<file path="config.mk">
export PLATFORM = sky130hd
export DESIGN_NAME = if_stage
export DESIGN_NICKNAME = d
export VERILOG_FILES = /design/src/rtl/if_stage.sv
export SDC_FILE = /design/constraint.sdc
export NUM_CORES = 1
export LEC_CHECK = 0
export CORE_ASPECT_RATIO = 2
export CORE_UTILIZATION = 50
export DETAILED_ROUTE_END_ITERATION = 8
export PLACE_DENSITY = 0.79
export SETUP_SLACK_MARGIN = 0.2
export SYNTH_ARGS = -nofsm -noshare
export SYNTH_HDL_FRONTEND = slang
export SYNTH_SLANG_ARGS = --single-unit
export TNS_END_PERCENT = 50
</file>
<file path="constraint.sdc">
create_clock -name i_clk -period 16.9 [get_ports i_clk]
set_input_delay 3.38 -clock i_clk [delete_from_list [all_inputs] [get_ports i_clk]]
set_output_delay 3.38 -clock i_clk [all_outputs]
set_load 0.02 [all_outputs]
</file>
<file path="src/rtl/if_stage.sv">
// Instruction fetch stage: variable-latency memory handshake, one-word skid
// buffer for decode back-pressure, and redirect handling with in-flight discard.
module if_stage #(
    parameter logic [31:0] RESET_PC = 32'h0000_0000
) (
    input  logic        i_clk,
    input  logic        i_rst,
    output logic        o_imem_req,
    output logic [31:0] o_imem_addr,
    input  logic        i_imem_ack,
    input  logic [31:0] i_imem_rdata,
    input  logic        i_stall,
    input  logic        i_redirect,
    input  logic [31:0] i_redirect_target,
    output logic [31:0] o_instruction,
    output logic [31:0] o_pc_out,
    output logic [31:0] o_pc_plus4,
    output logic        o_valid
);

    localparam logic [1:0] FETCH   = 2'b00;
    localparam logic [1:0] HOLD    = 2'b01;
    localparam logic [1:0] DISCARD = 2'b10;

    localparam logic [31:0] RESET_PC_ALIGNED = {RESET_PC[31:2], 2'b00};

    logic [1:0]  r_state;
    logic [31:0] r_pc;
    logic [31:0] r_bufInstr;
    logic [31:0] r_bufPc;
    logic [31:0] r_instruction;
    logic [31:0] r_pcOut;
    logic [31:0] r_pcPlus4;
    logic        r_valid;

    logic        w_slotFree;
    logic        w_consume;
    logic [31:0] w_pcNext;
    logic [31:0] w_redirectPc;

    assign w_slotFree   = ~r_valid | ~i_stall;
    assign w_consume    = r_valid & ~i_stall;
    assign w_pcNext     = r_pc + 32'd4;
    assign w_redirectPc = {i_redirect_target[31:2], 2'b00};

    // Request is masked during reset so an abandoned transaction is not re-driven.
    assign o_imem_req    = ~i_rst & (r_state != HOLD);
    assign o_imem_addr   = r_pc;
    assign o_instruction = r_instruction;
    assign o_pc_out      = r_pcOut;
    assign o_pc_plus4    = r_pcPlus4;
    assign o_valid       = r_valid;

    always_ff @(posedge i_clk or posedge i_rst) begin
        if (i_rst) begin
            r_state       <= FETCH;
            r_pc          <= RESET_PC_ALIGNED;
            r_bufInstr    <= 32'h0000_0000;
            r_bufPc       <= 32'h0000_0000;
            r_instruction <= 32'h0000_0000;
            r_pcOut       <= 32'h0000_0000;
            r_pcPlus4     <= 32'h0000_0000;
            r_valid       <= 1'b0;
        end else if (i_redirect) begin
            // Any ack this cycle belongs to the old path and is dropped.
            r_pc    <= w_redirectPc;
            r_valid <= 1'b0;
            if (r_state == HOLD || i_imem_ack) begin
                r_state <= FETCH;
            end else begin
                r_state <= DISCARD;
            end
        end else begin
            case (r_state)
                FETCH: begin
                    if (i_imem_ack && w_slotFree) begin
                        r_instruction <= i_imem_rdata;
                        r_pcOut       <= r_pc;
                        r_pcPlus4     <= w_pcNext;
                        r_valid       <= 1'b1;
                        r_pc          <= w_pcNext;
                    end else if (i_imem_ack) begin
                        r_bufInstr <= i_imem_rdata;
                        r_bufPc    <= r_pc;
                        r_pc       <= w_pcNext;
                        r_state    <= HOLD;
                    end else if (w_consume) begin
                        r_valid <= 1'b0;
                    end
                end
                HOLD: begin
                    if (!i_stall) begin
                        r_instruction <= r_bufInstr;
                        r_pcOut       <= r_bufPc;
                        r_pcPlus4     <= r_bufPc + 32'd4;
                        r_valid       <= 1'b1;
                        r_state       <= FETCH;
                    end
                end
                DISCARD: begin
                    if (w_consume) begin
                        r_valid <= 1'b0;
                    end
                    if (i_imem_ack) begin
                        r_state <= FETCH;
                    end
                end
                default: begin
                    r_state <= FETCH;
                    r_valid <= 1'b0;
                end
            endcase
        end
    end

endmodule

</file>
# After elaboration in Yosys (flattened, before gate mapping)
# Cells that the tools add are included.
# word_totals
ff_bits,195
in_bits,69
output_inout_bits,130
wordCells,65
# op_classes
n_addsub,2
eq_ne,10
muxes,26
bitwise,8
reduce_logical,11
# op_table
cell,n
$mux W32,10
$pmux W32 S2,3
$add A32 B3 Y32 const B,2
$mux W2,6
$ne A3 B3 Y1 const B,4
$reduce_and A4 Y1,3
$pmux W2 S3,1
$mux W1,5
$not A1 Y1,5
$ne A2 B2 Y1 const B,2
$ne A4 B4 Y1 const B,1
$reduce_and A2 Y1,2
$reduce_bool A2 Y1,2
$pmux W1 S3,1
$reduce_bool A3 Y1,1
$and A1 B1 Y1,2
$eq A2 B1 Y1 const B,1
$eq A2 B2 Y1 const B,1
$logic_not A2 Y1,1
$ne A2 B1 Y1 const B,1
$logic_and A1 B1 Y1,1
$logic_or A1 B1 Y1,1
$or A1 B1 Y1,1

# Logic depth before layout (Yosys ltp)
# logic_depth
word_depth,7
ltp_mapped,8
mapped_depth_nobuf,6

# Worst setup path after synthesis
# OpenSTA, ideal clock, no wires.
# synth_timing
kind,input to output
from,in i_rst
to,out o_imem_req
t_arrival_ns,3.673
required_ns,13.520
path_slack_ns,9.847
stages,1
path_buffers,0
path_cell_list,nor2_1
# synth_via
elab_chain_len,2
# synth_lines
element,line_no,text
start: declaration,7,"input logic i_rst,"
$not A1 Y1,47,assign o_imem_req = ~i_rst & (r_state != HOLD);
$and A1 B1 Y1,47,
end: declaration,8,"output logic o_imem_req,"
# Every way passes these cells.

# Worst setup path in the final report
# Same ends and word-level chain as after synthesis.

==> impl_metrics.yaml <==
logic_synthesis:
  ys.flop_type: "dfrtp_1"
  syn_inst: 988
  synth-seq-area-share_pct: 50.09
  ys_seq_elements: 187
  synth-edff-count: 0
  syn_area_per_cell_um2: 9.456
  synth.area.top_cells: "dfrtp_1, nand2_1, mux2_2"
  synth_area_leader_cell: "dfrtp_1"
  synth_area_um2: 9343
  ys_types: 56
  synth_top_area_share_pct: 50.09
  synthArstFlopShare_pct: 100.0
  yosys_warnings: 0
final_layout:
  multi_input_area_um2: 4307
  final_common_cell: "nand2_1"
  fillers: 1522
  nNetsFinal: 1196
  layout_common_cells: "nand2_1, clkdlybuf4s50_1, dfrtp_1"
  area_delta_synth_final_pct: 26.65
  seq_area_um2: 4679
  drive_above_1_share_pct: 10.37
detailed_routing:
  routed_via_density: 6.009
  route.detailed.drc: 0
  wl_per_cell_um: 19.71
  ant_nets: 0
  dr.pass1.iters: 5
  drt_iter0_markers: 465
  wl_mm: 26.71
  vias: 8142
worst_setup_path:
  slowest_delay_ns: 0.61
  crit_type: "in -> out"
  cp_slowest_cell: "clkdlybuf4s50_1"
  path_max_fanout: 2
  crit_chain: "clkdlybuf4s50_1, nor2_1, clkdlybuf4s50_1"
  crit_path_end_kind: "output pin"
  rr_startpoint: "r_state[0]$_DFFE_PP0P_"
  cp-startpoint: "i_rst"
  start_kind: "input port"
  crit_arrival_ns: 4.58
  critPathTopFamily: "buffers and inverters"
  crit_buf_inv: 2
  cpMostUsedCell: "clkdlybuf4s50_1"
  cp.required_ns: 13.52
clock_tree:
  clock_sinks: 187
  cts_tree: "built"
  ctsResizeCount: 0
  clk_path_buf_depth: 2
  cts_root_buf: "clkbuf_16"
  clkTransAtPathRegs_ns: 0.06
  postCtsSetupRepairBufs: 0
  h-tree-depth: 4
  hold_buffers: 0
  clk_latency_ns: 0.44
  numCtsBuffers: 17
global_route:
  use_met3_pct: 5.118
  grt-ovfl-total: 0
  busiest_layer: "met2"
  grt_max_degree: 92
  grtUsageMet1_pct: 33.88
  grt_util_all_layers_pct: 29.00
  gr-usage-met2_pct: 48.59
  grt_pass1_wl_mm: 42.72
  grt_antenna_before_repair: 1
  grt_pass1_vias: 7929
floorplanning:
  dieWidth_um: 98.66
  initial_core_util_pct: 51.04
  dieArea_um2: 19270
  coreArea_um2: 18310
  pin_count: 199
  row_count: 70
  fp.dieH_um: 195.3
pwr:
  combPwrFrac_pct: 26.4
  ir_drop_v: 0.00007367
  power.total_mw: 1.410
  switchingPower_mw: 0.4569
  p_seq_share_pct: 45.1
  swShare_pct: 32.39
  internal_power_mw: 0.9535
  leakagePower_nw: 4.841
  p_per_area_nw_per_um2: 119.2
  p_clk_share_pct: 28.5
sta:
  setup_viol: 0
  setup-tns-final_ns: 0
  worst_slew_pin_slew_ns: 1.050
  finalCriticalPeriod_ns: 7.956
  finClkSkew_ns: 0.01041
  maxSlewViolCount: 0
  maxSlewHeadroom_pct: 29.84
  max_freq_mhz: 125.7
  rsz0062_at_grt: "false"
  finalCritPeriodShare_pct: 47.08
  hold_viol_final: 0
place:
  gp_congestion: 0.8979
  place_hpwl_mm: 18.40
  port_buffers: 190
outcome:
  status: "complete, no violations"
min_path:
  min_path_type: "reg -> reg"
  hold_start: "o_pc_plus4[8]$_DFFE_PP0P_"
flow_run:
  cap_violations: 0
metal layers:
metal	wire, um	vias up
li1	-	3727
met1	9788	3986
met2	13800	341
met3	1462	88
met4	1660	0
met5	0	-
flip-flops by register name, summed over array words and instances (netlist names):
name	flops
o_imem_addr	30
o_instruction	32
o_pc_out	30
o_pc_plus4	30
o_valid	1
r_bufInstr	32
r_bufPc	30
r_state	2
stage by stage:
| stage | setup WS [ns] | std cells | instance area, um^2 | hold slack [ns] | utilization [%] |
|---|---|---|---|---|---|
| 3_3_place_gp | 8.940 | 1322 | 11240 | 0.4659 | 61.43 |
| 4_1_cts | 8.935 | 1354 | 11830 | 0.4859 | 64.63 |
| 3_5_place_dp | 8.942 | 1322 | 11240 | 0.4706 | 61.43 |
| 5_1_grt | 8.858 | 1355 | 11830 | 0.5089 | 64.64 |
| 2_1_floorplan | 8.435 | 993 | 9361 | 0.4805 | - |
| 6_report | 8.944 | 1355 | 11830 | 0.4862 | 64.64 |
cell type report:
| cell class | instances | area share (%) |
|---|---|---|
| tap | 216 | 2.284 |
| inverter | 7 | 0.2644 |
| clock inverter | 13 | 1.205 |
| sequential | 187 | 39.55 |
| antenna | 1 | 0.02115 |
| multi-input combinational | 714 | 36.40 |
| clock buffer | 19 | 3.743 |
| timing repair buffer | 198 | 16.54 |
worst paths after layout:
kind                                                  to  slack, ns  depth (start not counted)
setup / recovery                              o_imem_req       8.94                          3
hold / removal                 o_pc_plus4[8]$_DFFE_PP0P_       0.49                          2
hold reg to reg                o_pc_plus4[8]$_DFFE_PP0P_       0.49                          2
setup reg to reg                 r_bufPc[10]$_DFFE_PP0P_      13.45                          5
min in group asynchronous      o_pc_plus4[8]$_DFFE_PP0P_       3.40                          2
max in group asynchronous  o_instruction[19]$_DFFE_PP0P_      12.24                          3
cell families after synthesis:
group | count (synthesis) | share of synthesized area, %
compound gates | 166 | 11.88
xor+xnor | 55 | 5.156
fa+ha+maj | 2 | 0.2678
buf+inv | 92 | 4.312
flops | 187 | 50.09
mux | 66 | 7.901
other cells | 1 | 0.04014
simple gates | 419 | 20.36
cell usage after synthesis, drive strengths merged (5+ instances only):
cell type	count
dfrtp	187
clkbuf	51
mux2	62
xnor2	34
nand4	22
a21oi	10
and3	11
nand3	19
nor3	24
nand2b	5
and4	10
nor4	14
buf	34
o21ai	39
inv	7
nand2	198
or3	6
nor2	96
xor2	21
a221o	14
a21o	7
o221ai	10
a31oi	62
power by group through the flow:
stage | Sequential [mW] | Combinational [mW] | Clock [mW]
after floorplan | 0.678 | 0.154 | 0
after global placement | 0.638 | 0.366 | 0
after detailed placement | 0.642 | 0.373 | 0
after CTS | 0.634 | 0.375 | 0.408
after global routing | 0.648 | 0.402 | 0.426
final | 0.636 | 0.372 | 0.402
worst reg2reg max path, delay by kind of cell (launching register included):
kind	cells	cell delay [ns]
buf+inv	1	0.56
simple gates	3	1.87
flops	1	0.47
mux	1	0.43
Power figures use the tool's default switching activity.
